$ cat src/rtl/counter_run_sched.sv
// ---------------------------------------------------------------------------
// counter_run_sched
//
// Run scheduler for the CW-bit up-counter. Two requesters ask for counted
// runs. A round-robin arbiter picks one winner. The scheduler then:
//   1. pulses the counter clear,
//   2. enables the counter until count reaches the winner's length,
//   3. pulses done back to the winner.
//
// Optional feature (compile-time macro CTRL_TIMEOUT_EN):
//   When defined, a watchdog aborts any RUN phase that lasts TMO cycles
//   without reaching the requested length. The abort is reported with err.
//   When undefined, err is tied low and RUN waits indefinitely.
//
// Parameters:
//   CW   counter width (matches the counter's count output)
//   TMO  watchdog limit in RUN cycles (used with CTRL_TIMEOUT_EN only)
//
// Ports:
//   clk        rising-edge clock
//   reset      asynchronous, active-high reset
//   req[1:0]   level request per requester, held until done or err
//   len0/len1  run length per requester, sampled at grant
//   count      counter output being observed
//   cnt_clr    one-cycle clear pulse to the counter's reset input
//   cnt_en     counter enable
//   gnt[1:0]   one-hot grant, held from grant through DONE
//   done[1:0]  one-cycle completion pulse to the granted requester
//   err        one-cycle abort pulse (watchdog timeout)
//   busy       high whenever the FSM is not IDLE
//   state_dbg  current FSM state, for observation only
//
// Handshake: a requester raises req[i] and holds it. The grant is visible
// the cycle after req is seen in IDLE. The requester keeps req high until
// it sees done[i] or err. Dropping req while granted (CLEAR or RUN) aborts
// the run on the next edge, with no done.
// ---------------------------------------------------------------------------
module counter_run_sched #(
    parameter int CW  = 4,
    parameter int TMO = 20
) (
    input  logic          clk,
    input  logic          reset,
    input  logic [1:0]    req,
    input  logic [CW-1:0] len0,
    input  logic [CW-1:0] len1,
    input  logic [CW-1:0] count,
    output logic          cnt_clr,
    output logic          cnt_en,
    output logic [1:0]    gnt,
    output logic [1:0]    done,
    output logic          err,
    output logic          busy,
    output logic [1:0]    state_dbg
);

    typedef enum logic [1:0] {
        IDLE  = 2'd0,
        CLEAR = 2'd1,
        RUN   = 2'd2,
        DONE  = 2'd3
    } state_t;

    state_t        state, state_n;
    logic          last;        // requester that most recently finished/aborted
    logic [CW-1:0] len_q;
    logic          w;           // index of the granted requester
    logic          req_w;       // granted requester is still asking
    logic [1:0]    win;
    logic          grant_go;
    logic          release_go;
    logic          tmo_hit;
    logic          at_len;

    assign w         = gnt[1];
    assign req_w     = req[w];
    assign at_len    = (count == len_q);
    assign state_dbg = state;

`ifdef CTRL_TIMEOUT_EN
    localparam int TW = (TMO > 1) ? $clog2(TMO) : 1;

    logic [TW-1:0] tmo_cnt;

    // Counts RUN cycles.
    // It is cleared while in CLEAR, so every run starts from zero.
    always_ff @(posedge clk or posedge reset) begin
        if (reset) begin
            tmo_cnt <= '0;
        end else if (state == CLEAR) begin
            tmo_cnt <= '0;
        end else if (state == RUN) begin
            tmo_cnt <= tmo_cnt + 1'b1;
        end
    end

    // High in the TMO-th RUN cycle.
    assign tmo_hit = (tmo_cnt == TW'(TMO - 1));
`else
    logic unused_cfg;
    assign unused_cfg = TMO[0];
    assign tmo_hit    = 1'b0;
`endif

    // State register
    always_ff @(posedge clk or posedge reset) begin
        if (reset) begin
            state <= IDLE;
        end else begin
            state <= state_n;
        end
    end

    // Next state and outputs
    always_comb begin
        state_n    = state;
        win        = 2'b00;
        grant_go   = 1'b0;
        release_go = 1'b0;
        cnt_clr    = 1'b0;
        cnt_en     = 1'b0;
        done       = 2'b00;
        err        = 1'b0;
        busy       = (state != IDLE);
        case (state)
            IDLE: begin
                if (req != 2'b00) begin
                    grant_go = 1'b1;
                    // With both requesting, the one that did not go last wins.
                    if (req == 2'b11) begin
                        win = last ? 2'b01 : 2'b10;
                    end else begin
                        win = req;
                    end
                    state_n = CLEAR;
                end
            end
            CLEAR: begin
                cnt_clr = 1'b1;
                if (!req_w) begin
                    release_go = 1'b1;
                    state_n    = IDLE;
                end else begin
                    state_n = RUN;
                end
            end
            RUN: begin
                if (!req_w) begin
                    // Aborted by the requester: enable drops in the same cycle.
                    release_go = 1'b1;
                    state_n    = IDLE;
                end else if (at_len) begin
                    state_n = DONE;
                end else if (tmo_hit) begin
                    err        = 1'b1;
                    release_go = 1'b1;
                    state_n    = IDLE;
                end else begin
                    cnt_en = 1'b1;
                end
            end
            DONE: begin
                done       = gnt;
                release_go = 1'b1;
                state_n    = IDLE;
            end
            default: begin
                state_n = IDLE;
            end
        endcase
    end

    // Grant, latched length and round-robin pointer
    always_ff @(posedge clk or posedge reset) begin
        if (reset) begin
            gnt   <= 2'b00;
            len_q <= '0;
            last  <= 1'b1;
        end else if (grant_go) begin
            gnt   <= win;
            len_q <= win[1] ? len1 : len0;
        end else if (release_go) begin
            gnt  <= 2'b00;
            last <= w;
        end
    end

endmodule

$ cat config.mk
export PLATFORM = sky130hd
export DESIGN_NAME = counter_run_sched
export DESIGN_NICKNAME = d
export VERILOG_FILES = /design/src/rtl/counter_run_sched.sv
export SDC_FILE = /design/constraint.sdc
export NUM_CORES = 1
export LEC_CHECK = 0
export CAP_MARGIN = 5
export CORE_UTILIZATION = 36
export DETAILED_ROUTE_END_ITERATION = 10
export GPL_TIMING_DRIVEN = 0
export PLACE_DENSITY = 0.73
export SLEW_MARGIN = 30
export SYNTH_ARGS = -nofsm -noshare
export SYNTH_HDL_FRONTEND = slang
export SYNTH_SLANG_ARGS = --single-unit
$ cat constraint.sdc
create_clock -name clk -period 1.5 [get_ports clk]
set_input_delay 0.15 -clock clk [delete_from_list [all_inputs] [get_ports clk]]
set_output_delay 0.15 -clock clk [all_outputs]
set_load 0.02 [all_outputs]
==> run_results.csv, run 1 <==
group,metric,value,unit
grt,use_met1,0.2207,
synth,ys.warnings.count,0,
grt,grt.overflow.total,0,
pwr,power_leakage,0.4268,nW
final_layout,final_net_count,122,
synth,ys_types,21,
clocking,cts_buffer_depth,2,
synth,synth_nets,90,
placed_design,dp_hpwl,1.092,mm
grt,grt_pass1_wl,2.332,mm
synth,ys_top_cells_by_count,"nand2_1, nor2_1, a21oi_1, dfrtp_1",
timing,clock_skew,0.005241,ns
status,violations,"negative setup slack",
setup_path,crit_type,"reg2out",
setup_path,r2r_cells,4,
setup_path,arrival,1.37,ns
die,initial_utilization,0.3920,
final_layout,multi_input_area,415.4,um^2
final_layout,stdcell_count,116,
status,status,"finished, violations left",
placed_design,place.gp.congestion,0.7912,
final_layout,area_growth,60.25,%
timing,min_period,1.524,ns
timing,setup_viol,1,
grt,antenna_found_initial,0,
placed_design,pre_cts_slack,-0.3853,ns
grt,grt_usage,0.1725,
synth,syn_avg_cell_area,8.758,um^2
timing,slew_violations,0,
route,vias,576,
synth,synth_area_leaders,"dfrtp_1, ha_1, a21oi_1",
setup_path,cp-end-kind,"output pin",
die,io_pins,26,
route,wl,1.461,mm
clocking,clock_latency,0.26,ns
die,rows,14,
synth,ys_ff_latch,9,
grt,grt_max_degree,10,
timing,fin_crit_sh,1.016,
synth,synth_area_leader_cell,"dfrtp_1",
worst_hold_path,hp-class,"in2async",
route,drt-vias-per-instance,4.966,
setup_path,cp_slowest_cell,"dfrtp_1",
placed_design,dp_cells,109,
setup_path,r2r_slack,0.09,ns
setup_path,cp-start-kind,"flip-flop",
clocking,cts_buffers,3,
grt,grt_pass1_vias,525,
synth,synthArstFlopShare,1.000,
clocking,cts_tree,"built",
synth,ys_seq_area_frac,0.3747,
synth,synth_edf_count,0,
setup_path,worstSetupEndpoint,"cnt_en",
route,dr.pass1.iters,2,
timing,tightest_slew,0.7029,ns
final_layout,seq_area,230.2,um^2
route,drt_iter0_drc,6,
route,drc,0,
synth,ys.flop_type,"dfrtp_1",
final_layout,fillCellCount,135,
timing,fin_tns_setup,-0.02413,ns
setup_path,required,1.35,ns
timing,clock.fmax,0.6561,GHz
route,ant_nets,0,
grt,gr-usage-met2,0.2697,
timing,hold_ws,0.1400,ns
die,core,1541,um^2
final_layout,drive_above_1_share,0.3200,
synth,syn-cell-area,604.3,um^2
clocking,cts.sinks,9,
pwr,ir_worst_vdd,842.3,uV
grt,globalRouteMet3Util,0.06383,
placed_design,dpl_cell_area,872.1,um^2
clocking,clock_tree.root_cell,"clkbuf_4",
route,routedWlPerCell,12.59,um
timing,hold_violations,0,
setup_path,path_cells,"xor2_2 -> nor4_4 -> nor2_1 -> buf_4",
clocking,h-tree-depth,1,
final_layout,fin_area,968.4,um^2
synth,synth_top_area_frac,0.3313,
pwr,powerDensity,1743,nW/um^2
placed_design,portBuffers,24,
setup_path,crit_path_max_incr_delay,0.42,ns
run,max-cap-violations,0,
setup_path,critPathMaxFanout,2,
setup_path,crit-reg2reg-capture,"state_dbg[1]",
setup_path,cp-startpoint,"len_q[1]",
timing,grt_setup_unrepaired,"true",
clocking,clk_pin_slew,0.06,ns
timing,final.setup.worst_slack,-0.02413,ns
timing,relSlewSlack,0.5264,
grt,grt_busiest_layer,"met2",
die,die_area,1846,um^2
synth,syn_inst,69,
die,fp.dieW,42.97,um
final_layout,diodes,0,
setup_path,r2r_start,"len_q[1]",
die,die_h,42.97,um
-- flip-flops by register name, summed over array words and instances, names as in the netlist --
| signal | cells |
|---|---|
| len_q | 4 |
| state_dbg | 2 |
| last | 1 |
| gnt | 2 |
-- metal layers --
layer / wire, um / vias to the layer above
li1: - / 289
met1: 618 / 270
met2: 753 / 14
met3: 79 / 3
met4: 10 / 0
met5: 0 / -
-- logic make-up after synthesis --
family          count (synthesis)  share of synthesized area
mux                             3                    0.06003
fa+ha+maj                       5                     0.1035
simple gates                   24                     0.1946
buf+inv                         6                    0.04349
flops                           9                     0.3747
compound gates                 17                     0.1594
other cells                     1                   0.006205
xor+xnor                        4                    0.05797
-- layout by cell type (no fill, tap or decap), drive strengths merged, types with 2 or more instances in the layout --
master         count
o21bai             2
nor2               9
a21oi              8
mux2               2
clkdlybuf4s50     18
nor3               2
clkbuf             6
and2               2
buf                6
nand2              9
dfrtp              8
inv                5
xor2               4
o21ai              6
ha                 5
-- area by class of cell --
cell class | instances | share of cell area
multi-input combinational | 54 | 0.4289
timing repair buffer | 27 | 0.2558
sequential | 9 | 0.2377
clock buffer | 4 | 0.02713
inverter | 5 | 0.02196
tap | 16 | 0.02067
buffer | 1 | 0.007752
-- critical path, delay by kind of cell (launching register included) --
| family | cells | cell delay [ns] |
|---|---|---|
| xor+xnor | 1 | 0.17 |
| simple gates | 2 | 0.36 |
| buf+inv | 1 | 0.16 |
| flops | 1 | 0.42 |
-- power breakdown --
part	total (mW)	internal, mW	switching, mW
logic	1.00	0.465	0.539
clock network	0.191	0.103	0.0878
registers	0.493	0.372	0.121
-- metrics by stage --
stage	power (mW)	utilization
floorplan	1.039	-
global placement	1.329	0.5657
detailed placement	1.362	0.5657
CTS	1.556	0.5893
global route	1.835	0.6282
finish	1.688	0.6282
-- what timing repair did --
item                                    CTS  global route
gates cloned                              0             0
hold buffers                              0             0
endpoints found under the setup margin   11            13
buffers inserted                          0             3
hold endpoints to repair                  0             0
resized for setup                        12            21
pin swaps                                 0             5
-- worst min-delay path by stage --
| stage | startpoint | to | slack, ns | depth (start not counted) |
|---|---|---|---|---|
| after floorplan | reset | gnt[0] | -0.02 | 1 |
| after global placement | reset | len_q[0] | 0.43 | 2 |
| after detailed placement | reset | len_q[0] | 0.43 | 2 |
| after CTS | reset | len_q[0] | 0.15 | 2 |
| after global routing | reset | len_q[3] | 0.17 | 2 |
| final | reset | len_q[3] | 0.14 | 2 |
Power figures use the tool's default switching activity.
==> run 2: changes to the inputs <==
CAP_MARGIN = default   (was 5)
==> results of run 2 <==
The final DEF is identical to that of run 1; final timing and power are the same.
